$ cat config.mk
export PLATFORM = sky130hd
export DESIGN_NAME = bitmanip_logic_unit
export DESIGN_NICKNAME = d
export VERILOG_FILES = /design/src/rtl/bitmanip_pkg.sv /design/src/rtl/bitmanip_chunk_scan.sv /design/src/rtl/bitmanip_logic_unit.sv
export SDC_FILE = /design/constraint.sdc
export NUM_CORES = 1
export LEC_CHECK = 0
export BUFFER_PORTS_ARGS = -buffer_cell sky130_fd_sc_hd__buf_2
export CAP_MARGIN = 20
export CORE_MARGIN = 2
export CORE_UTILIZATION = 59
export CTS_CLUSTER_SIZE = 24
export DETAILED_ROUTE_END_ITERATION = 6
export GPL_ROUTABILITY_DRIVEN = 1
export GPL_TIMING_DRIVEN = 0
export PLACE_DENSITY = 0.89
export SETUP_SLACK_MARGIN = 0.1
export SLEW_MARGIN = 30
export SYNTH_ARGS = -nofsm -noshare
export SYNTH_HDL_FRONTEND = slang
export SYNTH_SLANG_ARGS = --single-unit
export TNS_END_PERCENT = 10
$ cat constraint.sdc
create_clock -name clock -period 4.59 [get_ports clock]
set_input_delay 0.918 -clock clock [delete_from_list [all_inputs] [get_ports clock]]
set_output_delay 0.918 -clock clock [all_outputs]
set_load 0.01 [all_outputs]
$ cat src/rtl/bitmanip_pkg.sv
// Shared definitions for the bit-manipulation logic unit: opcodes, FSM
// state encoding and count-width helpers.
package bitmanip_pkg;

  localparam logic [3:0] OP_ZERO   = 4'b0000;
  localparam logic [3:0] OP_AND    = 4'b0001;
  localparam logic [3:0] OP_OR     = 4'b0010;
  localparam logic [3:0] OP_XOR    = 4'b0011;
  localparam logic [3:0] OP_SEXT16 = 4'b0100;
  localparam logic [3:0] OP_SEXT8  = 4'b0101;
  localparam logic [3:0] OP_ZEXT16 = 4'b0110;
  localparam logic [3:0] OP_ZEXT8  = 4'b0111;
  localparam logic [3:0] OP_POPC   = 4'b1000;
  localparam logic [3:0] OP_CLZ    = 4'b1001;
  localparam logic [3:0] OP_CTZ    = 4'b1010;
  localparam logic [3:0] OP_BREV   = 4'b1011;

  typedef enum logic [1:0] {
    ST_IDLE = 2'd0,
    ST_SCAN = 2'd1,
    ST_DONE = 2'd2
  } state_e;

  // Bits needed to hold a count in the range 0..width inclusive.
  function automatic int cnt_width(input int width);
    return $clog2(width + 1);
  endfunction

  // Opcodes 10xx are the scanned (multi-cycle) class; 11xx are reserved.
  function automatic logic is_multi(input logic [3:0] op);
    return (op[3:2] == 2'b10);
  endfunction

endpackage

$ cat src/rtl/bitmanip_chunk_scan.sv
// Combinational per-chunk helper: popcount, leading or trailing zero count
// (suppressed once an earlier chunk already held a 1), and bit-reversal.
module bitmanip_chunk_scan #(
  parameter int CHUNK = 4,
  parameter int PW    = bitmanip_pkg::cnt_width(CHUNK)
) (
  input  logic [CHUNK-1:0] chunk_i,
  input  logic             found_i,
  input  logic             msb_first_i,
  output logic [PW-1:0]    pop_o,
  output logic [PW-1:0]    zcnt_o,
  output logic             hit_o,
  output logic [CHUNK-1:0] rev_o
);

  logic [PW-1:0] lead;
  logic [PW-1:0] trail;
  logic          lead_seen;
  logic          trail_seen;

  // Walk the chunk from both ends at once; direction is chosen at the output.
  always_comb begin
    pop_o      = '0;
    rev_o      = '0;
    lead       = '0;
    trail      = '0;
    lead_seen  = 1'b0;
    trail_seen = 1'b0;
    for (int i = 0; i < CHUNK; i++) begin
      pop_o    = pop_o + PW'(chunk_i[i]);
      rev_o[i] = chunk_i[CHUNK-1-i];
      if (!lead_seen) begin
        if (chunk_i[CHUNK-1-i]) lead_seen = 1'b1;
        else                    lead      = lead + PW'(1);
      end
      if (!trail_seen) begin
        if (chunk_i[i]) trail_seen = 1'b1;
        else            trail      = trail + PW'(1);
      end
    end
    zcnt_o = found_i ? '0 : (msb_first_i ? lead : trail);
  end

  assign hit_o = |chunk_i;

endmodule

$ cat src/rtl/bitmanip_logic_unit.sv
// Variable-latency execute-stage unit: single-cycle logic/extend ops plus
// popcount/clz/ctz/bit-reverse scanned CHUNK bits per cycle.
//
// state | meaning
// IDLE  | waiting for start
// SCAN  | multi-cycle op in flight, busy=1, one chunk per cycle
// DONE  | result just written, done=1; may accept the next op
module bitmanip_logic_unit
  import bitmanip_pkg::*;
#(
  parameter int WIDTH = 32,
  parameter int CHUNK = 4
) (
  input  logic             clock,
  input  logic             reset,
  input  logic             start,
  input  logic             flush,
  input  logic [3:0]       opcode,
  input  logic [WIDTH-1:0] operantA,
  input  logic [WIDTH-1:0] operantB,
  output logic             busy,
  output logic             done,
  output logic [WIDTH-1:0] result
);

  localparam int NCHUNK = WIDTH / CHUNK;
  localparam int CTR_W  = $clog2(NCHUNK + 1);
  localparam int PW     = cnt_width(CHUNK);

  state_e           state_q, state_d;
  logic [CTR_W-1:0] cnt_q, cnt_d;
  logic [WIDTH-1:0] opnd_q, opnd_d;
  logic [WIDTH-1:0] acc_q, acc_d;
  logic             found_q, found_d;
  logic [3:0]       op_q, op_d;
  logic [WIDTH-1:0] result_q, result_d;

  logic             msb_first;
  logic [CHUNK-1:0] chunk;
  logic [PW-1:0]    pop;
  logic [PW-1:0]    zcnt;
  logic             hit;
  logic [CHUNK-1:0] rev;
  logic [WIDTH-1:0] acc_step;
  logic [WIDTH-1:0] single_res;
  logic             accept;

  // clz consumes the operand from the top; everything else from the bottom.
  assign msb_first = (op_q == OP_CLZ);
  assign chunk     = msb_first ? opnd_q[WIDTH-1 -: CHUNK] : opnd_q[CHUNK-1:0];
  assign accept    = start && (state_q != ST_SCAN);

  bitmanip_chunk_scan #(.CHUNK(CHUNK), .PW(PW)) u_scan (
    .chunk_i     (chunk),
    .found_i     (found_q),
    .msb_first_i (msb_first),
    .pop_o       (pop),
    .zcnt_o      (zcnt),
    .hit_o       (hit),
    .rev_o       (rev)
  );

  // Accumulator update for one scan cycle; reversed chunks are pushed in at
  // the bottom so the first (lowest) chunk ends up at the top.
  always_comb begin
    acc_step = acc_q;
    case (op_q)
      OP_POPC:         acc_step = acc_q + WIDTH'(pop);
      OP_CLZ, OP_CTZ:  acc_step = acc_q + WIDTH'(zcnt);
      default:         acc_step = (acc_q << CHUNK) | WIDTH'(rev);
    endcase
  end

  // Single-cycle logic/extend results, computed straight from the inputs.
  always_comb begin
    single_res = '0;
    case (opcode)
      OP_AND:    single_res = operantA & operantB;
      OP_OR:     single_res = operantA | operantB;
      OP_XOR:    single_res = operantA ^ operantB;
      OP_SEXT16: single_res = WIDTH'($signed(operantA[15:0]));
      OP_SEXT8:  single_res = WIDTH'($signed(operantA[7:0]));
      OP_ZEXT16: single_res = WIDTH'(operantA[15:0]);
      OP_ZEXT8:  single_res = WIDTH'(operantA[7:0]);
      default:   single_res = '0;
    endcase
  end

  // Next-state logic; flush wins over everything and leaves the result alone.
  always_comb begin
    state_d  = state_q;
    cnt_d    = cnt_q;
    opnd_d   = opnd_q;
    acc_d    = acc_q;
    found_d  = found_q;
    op_d     = op_q;
    result_d = result_q;
    if (flush) begin
      state_d = ST_IDLE;
    end else begin
      case (state_q)
        ST_SCAN: begin
          opnd_d  = msb_first ? (opnd_q << CHUNK) : (opnd_q >> CHUNK);
          acc_d   = acc_step;
          found_d = found_q | hit;
          cnt_d   = cnt_q + CTR_W'(1);
          if (cnt_q == CTR_W'(NCHUNK - 1)) begin
            state_d  = ST_DONE;
            result_d = acc_step;
            cnt_d    = '0;
          end
        end
        default: begin
          if (accept) begin
            if (is_multi(opcode)) begin
              state_d = ST_SCAN;
              cnt_d   = '0;
              opnd_d  = operantA;
              acc_d   = '0;
              found_d = 1'b0;
              op_d    = opcode;
            end else begin
              state_d  = ST_DONE;
              result_d = single_res;
            end
          end else begin
            state_d = ST_IDLE;
          end
        end
      endcase
    end
  end

  // State and datapath registers.
  always_ff @(posedge clock or negedge reset) begin
    if (!reset) begin
      state_q  <= ST_IDLE;
      cnt_q    <= '0;
      opnd_q   <= '0;
      acc_q    <= '0;
      found_q  <= 1'b0;
      op_q     <= '0;
      result_q <= '0;
    end else begin
      state_q  <= state_d;
      cnt_q    <= cnt_d;
      opnd_q   <= opnd_d;
      acc_q    <= acc_d;
      found_q  <= found_d;
      op_q     <= op_d;
      result_q <= result_d;
    end
  end

  assign busy   = (state_q == ST_SCAN);
  assign done   = (state_q == ST_DONE);
  assign result = result_q;

endmodule

After elaboration in Yosys (flattened, before gate mapping)

Index checks and enable logic that the tools add are counted.

Add/subtract/negate cells: 12
$mul: 0
Div/mod/pow operators: 0
Order comparisons: 0
Equal/unequal tests: 18
Shift operators: 0
Mux-type cells: 50
Bitwise gates (word level): 7
Reduce and logical (&&, ||, !) cells: 8

Operators with widths:

| kind                | number |
|---|---|
| $mux 32             | 11 |
| $pmux 32 s7         | 1 |
| $add 32x3->32       | 2 |
| $pmux 32 s2         | 1 |
| $mux 3              | 14 |
| $and 32x32->32      | 1 |
| $or 32x32->32       | 1 |
| $or 32x4->32        | 1 |
| $xor 32x32->32      | 1 |
| $eq 4x3->1 const B  | 5 |
| $mux 4              | 5 |
| $mux 1              | 13 |
| $add 3x1->3 const B | 4 |
| $eq 4x4->1 const B  | 3 |
| $mux 2              | 5 |
| $eq 4x2->1 const B  | 2 |
| $reduce_and 4->1    | 2 |
| $add 3x1->3         | 2 |
| $add 1x1->2 const B | 2 |
| $add 4x1->4 const B | 1 |
| $eq 2x2->1 const B  | 2 |
| $eq 4x1->1 const B  | 1 |
| $ne 2x1->1 const B  | 2 |
| $reduce_bool 2->1   | 2 |
| 10 further kinds    | 11 |

Bits in registers: 107
Bits in latches: 0
RAM bits: 0
Bits in read-only memories: 0
Bits of input ports: 72
Output and inout port bits: 34
Logic and storage cells: 102
Memories: 0

Depth between registers and ports, before layout

Depth in word-level cells: 18
Mapped depth: 18
Gate-level depth less buffers: 17

By module

Synthesis repeated with hierarchy kept, for this count alone.

Cells, all modules: 1,017
Area, all modules: 8,055.2 sq um

By module, submodules not included:

| module              | instances | cells an instance | area an instance (sq um) | seq. area each (sq um) |
|---|---|---|---|---|
| bitmanip_logic_unit | 1         | 971               | 7,703.6                  | 2,677.6 |
| bitmanip_chunk_scan | 1         | 46                | 351.6                    | 0.0 |

Worst setup path before layout

No wires, ideal clock.

Kind: reg2reg
Start point: register op_q[1]
End point: register result_q[24], in the netlist result[24]
Setup time: 0.081 ns
Data arrival time: 3.872 ns
Slack: 0.637 ns
Stages on the path, launching flop included: 18
Buffers on the path: 3
Period minus slack after synthesis: 3.953 ns
Cells stage by stage: dfrtp_1 > nor4bb_1 > buf_2 > buf_2 > buf_1 > nand2_1 > o311a_1 > ha_1 > nor3_1 > o32ai_1 > a22oi_1 > fa_1 > nor2b_1 > o2111a_1 > nand3_2 > xor2_1 > a211o_1 > a31oi_2

Word-level cells in the longest chain between the ends: 18

RTL lines:

| what                                  | line                                                 | source |
|---|---|---|
| from (decl)                           | bitmanip_logic_unit.sv:35                            | `logic [3:0] op_q, op_d;` |
| from (signal assigned)                | bitmanip_logic_unit.sv:150                           | `op_q <= op_d;` |
| $eq 4x4->1                            | bitmanip_logic_unit.sv:49, bitmanip_logic_unit.sv:67 |  |
| $mux 4                                | bitmanip_logic_unit.sv:50                            | `assign chunk = msb_first ? opnd_q[WIDTH-1 -: CHUNK] : opnd_q[CHUNK-1:0];` |
| $mux 1, on equally long branches      | bitmanip_chunk_scan.sv:37, bitmanip_chunk_scan.sv:33 |  |
| $add 1x1->2, on equally long branches | bitmanip_chunk_scan.sv:38, bitmanip_chunk_scan.sv:34 |  |
| $mux 3, on equally long branches      | bitmanip_chunk_scan.sv:37, bitmanip_chunk_scan.sv:33 |  |
| $mux 3, on equally long branches      | bitmanip_chunk_scan.sv:36, bitmanip_chunk_scan.sv:32 |  |
| $add 3x1->3, on equally long branches | bitmanip_chunk_scan.sv:38, bitmanip_chunk_scan.sv:34 |  |
| $mux 3, on equally long branches      | bitmanip_chunk_scan.sv:37, bitmanip_chunk_scan.sv:33 |  |
| $mux 3, on equally long branches      | bitmanip_chunk_scan.sv:36, bitmanip_chunk_scan.sv:32 |  |
| $add 3x1->3, on equally long branches | bitmanip_chunk_scan.sv:38, bitmanip_chunk_scan.sv:34 |  |
| $mux 3, on equally long branches      | bitmanip_chunk_scan.sv:37, bitmanip_chunk_scan.sv:33 |  |
| $mux 3, on equally long branches      | bitmanip_chunk_scan.sv:36, bitmanip_chunk_scan.sv:32 |  |
| $mux 3 (2 in a row)                   | bitmanip_chunk_scan.sv:41                            | `zcnt_o = found_i ? '0 : (msb_first_i ? lead : trail);` |
| $add 32x3->32                         | bitmanip_logic_unit.sv:69                            | `OP_CLZ, OP_CTZ: acc_step = acc_q + WIDTH'(zcnt);` |
| $pmux 32 s2 *                         | bitmanip_logic_unit.sv:67                            | `case (op_q)` |
| $mux 32 *                             | bitmanip_logic_unit.sv:107                           | `if (cnt_q == CTR_W'(NCHUNK - 1)) begin` |
| $mux 32 *                             | bitmanip_logic_unit.sv:101                           | `case (state_q)` |
| to (signal assigned)                  | bitmanip_logic_unit.sv:151                           | `result_q <= result_d;` |
| to (decl)                             | bitmanip_logic_unit.sv:36                            | `logic [WIDTH-1:0] result_q, result_d;` |

Every way passes the cells marked *; elsewhere a longest branch is shown, timed or not. The select of a mux whose other input is x is not followed.
A chain may end at the register's enable or synchronous reset.

Worst setup path after layout

Start point: register op_q[1]
End point: register acc_q[26]

Word-level cells in the longest chain between the ends: 17

RTL lines:

| what                                  | line                                                 | source |
|---|---|---|
| $eq 4x4->1                            | bitmanip_logic_unit.sv:49, bitmanip_logic_unit.sv:67 |  |
| $mux 4                                | bitmanip_logic_unit.sv:50                            |  |
| $mux 1, on equally long branches      | bitmanip_chunk_scan.sv:37, bitmanip_chunk_scan.sv:33 |  |
| $add 1x1->2, on equally long branches | bitmanip_chunk_scan.sv:38, bitmanip_chunk_scan.sv:34 |  |
| $mux 3, on equally long branches      | bitmanip_chunk_scan.sv:37, bitmanip_chunk_scan.sv:33 |  |
| $mux 3, on equally long branches      | bitmanip_chunk_scan.sv:36, bitmanip_chunk_scan.sv:32 |  |
| $add 3x1->3, on equally long branches | bitmanip_chunk_scan.sv:38, bitmanip_chunk_scan.sv:34 |  |
| $mux 3, on equally long branches      | bitmanip_chunk_scan.sv:37, bitmanip_chunk_scan.sv:33 |  |
| $mux 3, on equally long branches      | bitmanip_chunk_scan.sv:36, bitmanip_chunk_scan.sv:32 |  |
| $add 3x1->3, on equally long branches | bitmanip_chunk_scan.sv:38, bitmanip_chunk_scan.sv:34 |  |
| $mux 3, on equally long branches      | bitmanip_chunk_scan.sv:37, bitmanip_chunk_scan.sv:33 |  |
| $mux 3, on equally long branches      | bitmanip_chunk_scan.sv:36, bitmanip_chunk_scan.sv:32 |  |
| $mux 3 (2 in a row)                   | bitmanip_chunk_scan.sv:41                            |  |
| $add 32x3->32                         | bitmanip_logic_unit.sv:69                            |  |
| $pmux 32 s2 *                         | bitmanip_logic_unit.sv:67                            |  |
| $mux 32 *                             | bitmanip_logic_unit.sv:101                           |  |
| to (signal assigned)                  | bitmanip_logic_unit.sv:140                           | `acc_q <= '0;` |
| to (signal assigned)                  | bitmanip_logic_unit.sv:148                           | `acc_q <= acc_d;` |
| to (decl)                             | bitmanip_logic_unit.sv:33                            | `logic [WIDTH-1:0] acc_q, acc_d;` |

Every way passes the cells marked *; elsewhere a longest branch is shown, timed or not.

==> qor.csv <==
metric;value;unit
timing.final.crit_share;94.2;%
worstPathArrival;4.53;ns
vias;8100;
cts.clk_slew.worst_paths;0.07;ns
criticalPathCategory;reg -> reg;
skew;0.00694;ns
wl_per_cell;19.5;µm
worst-path-max-fanout;8;
leakagePower;4.27;nW
worstMarginPinSlew;0.820;ns
core;0.0132;mm²
grt.total_usage;35.5;%
place_congestion;0.998;
holdBufCountCts;0;
vdd_drop_max;0.207;mV
vias_per_cell;6.24;
grt_max_degree;61;
worst_hold_slack;0.513;ns
cts_buffer_depth;2;
min_path_cells;2;
yosysWarnings;0;
min_to;opnd_q[4];
crit_path_top_delay_cell;dfrtp_2;
ioPinCount;106;
gr-total-overflow;0;
finalSetupViolations;0;
io_buffer_count;104;
fmaxAchievable;231;MHz
fp-row-count;42;
placed_area;0.00872;mm²
drv_cap;0;
maxSlewViolCount;0;
ys_seq_area_share;33.7;%
drt_iter0_drc;1221;
hpwl;19.0;mm
clk_latency;0.36;ns
nets;1266;
antennaDiodeCount;0;
async_flop_share;100;%
cts-htree-levels;3;
routed_wirelength;25.4;mm
area_delta_synth_final;13.7;%
syn_inst;1002;
hp-class;reg -> reg;
r2r_cells;17;
postRouteAntennaNets;0;
cts_buffers;9;
first_pass_iters;6;
grt_pass1_wl;39.4;mm
outcome;finished, final reports clean;
hold_viol_final;0;
final_cell_mix;nand2_1 (184), buf_2 (115), dfrtp_1 (106);
fin_util;68.5;%
worstReg2RegStart;op_q[1];
multi_input_area;0.00472;mm²
drive_gt1_share;13.7;%
ys_ff_latch;107;
syn_area;0.00794;mm²
period_needed;4.32;ns
min_from;opnd_q[4];
layout_commonest_cell;nand2_1;
drcViolationCount;0;
slew_headroom;45.1;%
synth-main-ff-cell;dfrtp_1;
clock_sinks;107;
die_h;120;µm
die_area;0.0144;mm²
initial_core_util;60.2;%
postSynthAreaPerCell;7.93;µm²
postSynthNetCount;1149;
die_x;120;µm
worst-r2r-setup-slack;0.27;ns
cts-root-buf;clkbuf_16;
fin_area;0.00903;mm²
cp.required;4.80;ns
first_global_vias;7409;
cp_cell_sequence;nand4bb_1, buf_2, mux2_2, ha_1, xnor2_1, ha_1, nand2_1, xor2_1, or3_1, a221oi_2, ha_1, nor2b_2, o2111a_2, nand4_1, xnor2_1, o21ai_1, o21ai_0;
regArea;0.00268;mm²
crit_top_cell;ha_1;
synth_edf_count;0;
cts_tree;built;
ys_types;60;
end_kind;flop;
power_density;324;mW/mm²
r2r-end;acc_q[26];
worst_path_largest_cell_delay;0.42;ns
nFillCells;1092;
startpoint_type;flop;
rsz0062_at_grt;true;
antenna_found_initial;0;
==> cell usage after synthesis, types with 22 or more instances <==
cell,n,share of area [%]
nor2_1,89,4.2
dfrtp_1,107,34
o211ai_1,28,2.6
a31oi_1,37,2.9
clkbuf_1,55,2.6
ha_1,73,11
a21oi_1,22,1.4
inv_1,71,3.4
nand2_1,184,8.7
o21ai_0,81,5.1
nand3_1,44,2.8
==> state kept, by name, indices dropped and copies added (netlist names) <==
register,cells
acc_q,32
cnt_q,4
found_q,1
op_q,4
opnd_q,32
result,32
state_q,2
==> area by class of cell <==
cell class                 instances  share of cell area, %
tap                              176                   2.44
sequential                       107                   29.7
clock inverter                     5                  0.610
multi-input combinational        751                   52.3
inverter                          71                   2.95
clock buffer                      10                   2.54
buffer                            72                   3.23
timing repair buffer             107                   6.30
==> how the worst max path moves through the flow <==
stage / startpoint / endpoint / slack, ns / depth (start not counted)
6_report: op_q[1] / acc_q[26] / 0.27 / 17
5_1_grt: op_q[0] / result[17] / 0.03 / 18
4_1_cts: op_q[1] / acc_q[26] / 0.09 / 17
3_5_place_dp: op_q[1] / result[22] / -0.22 / 17
3_3_place_gp: op_q[1] / result[22] / -0.20 / 17
2_1_floorplan: op_q[1] / result[24] / 0.64 / 17
==> per-layer routing <==
layer  up-vias  track usage (%)  wire length, µm
li1       3715                -                -
met3        84             6.04             2560
met1      3810             48.2            10300
met4         0             14.8              927
met5         -                0                0
met2       491             56.1            11600
==> cell families after synthesis <==
group | count (synthesis) | share of synthesized area, %
AOI/OAI and AO/OA | 235 | 19.2
xor gates and xnor gates | 30 | 3.31
adders and majority gates | 75 | 12.0
buffers and inverters | 144 | 7.02
DFF | 107 | 33.7
muxes | 18 | 2.38
and+or+nand+nor | 393 | 22.3
==> where the power goes <==
group	leakage [nW]	internal (mW)	total, mW	switching (mW)
combinational	2.78	0.341	0.916	0.575
sequential	1.35	1.08	1.23	0.144
clock	0.134	0.419	0.783	0.364
==> worst max-delay path, delay by kind of cell (launching register included) <==
kind	cells	cell delay, ns
AOI/OAI and AO/OA	4	1.05
xor gates and xnor gates	3	0.50
adders and majority gates	3	0.67
buffers and inverters	1	0.23
DFF	1	0.42
muxes	1	0.39
and+or+nand+nor	5	0.91
==> stage by stage <==
stage	cells	setup TNS [ns]	worst slack, ns	total power, mW
floorplan	1002	0	0.637	1.78
global placement	1282	-1.08	-0.197	2.08
detailed placement	1283	-1.71	-0.218	2.11
CTS	1297	0	0.0917	2.88
global route	1299	0	0.0270	3.06
finish	1299	0	0.267	2.93
==> what timing repair did <==
action                                  CTS  global route
gates resized for setup                   3            11
cloned                                    0             0
endpoints found under the setup margin   26            45
setup buffers                             0             2
pin swaps                                 0             1
No activity file was read; power rests on OpenSTA's default activity.
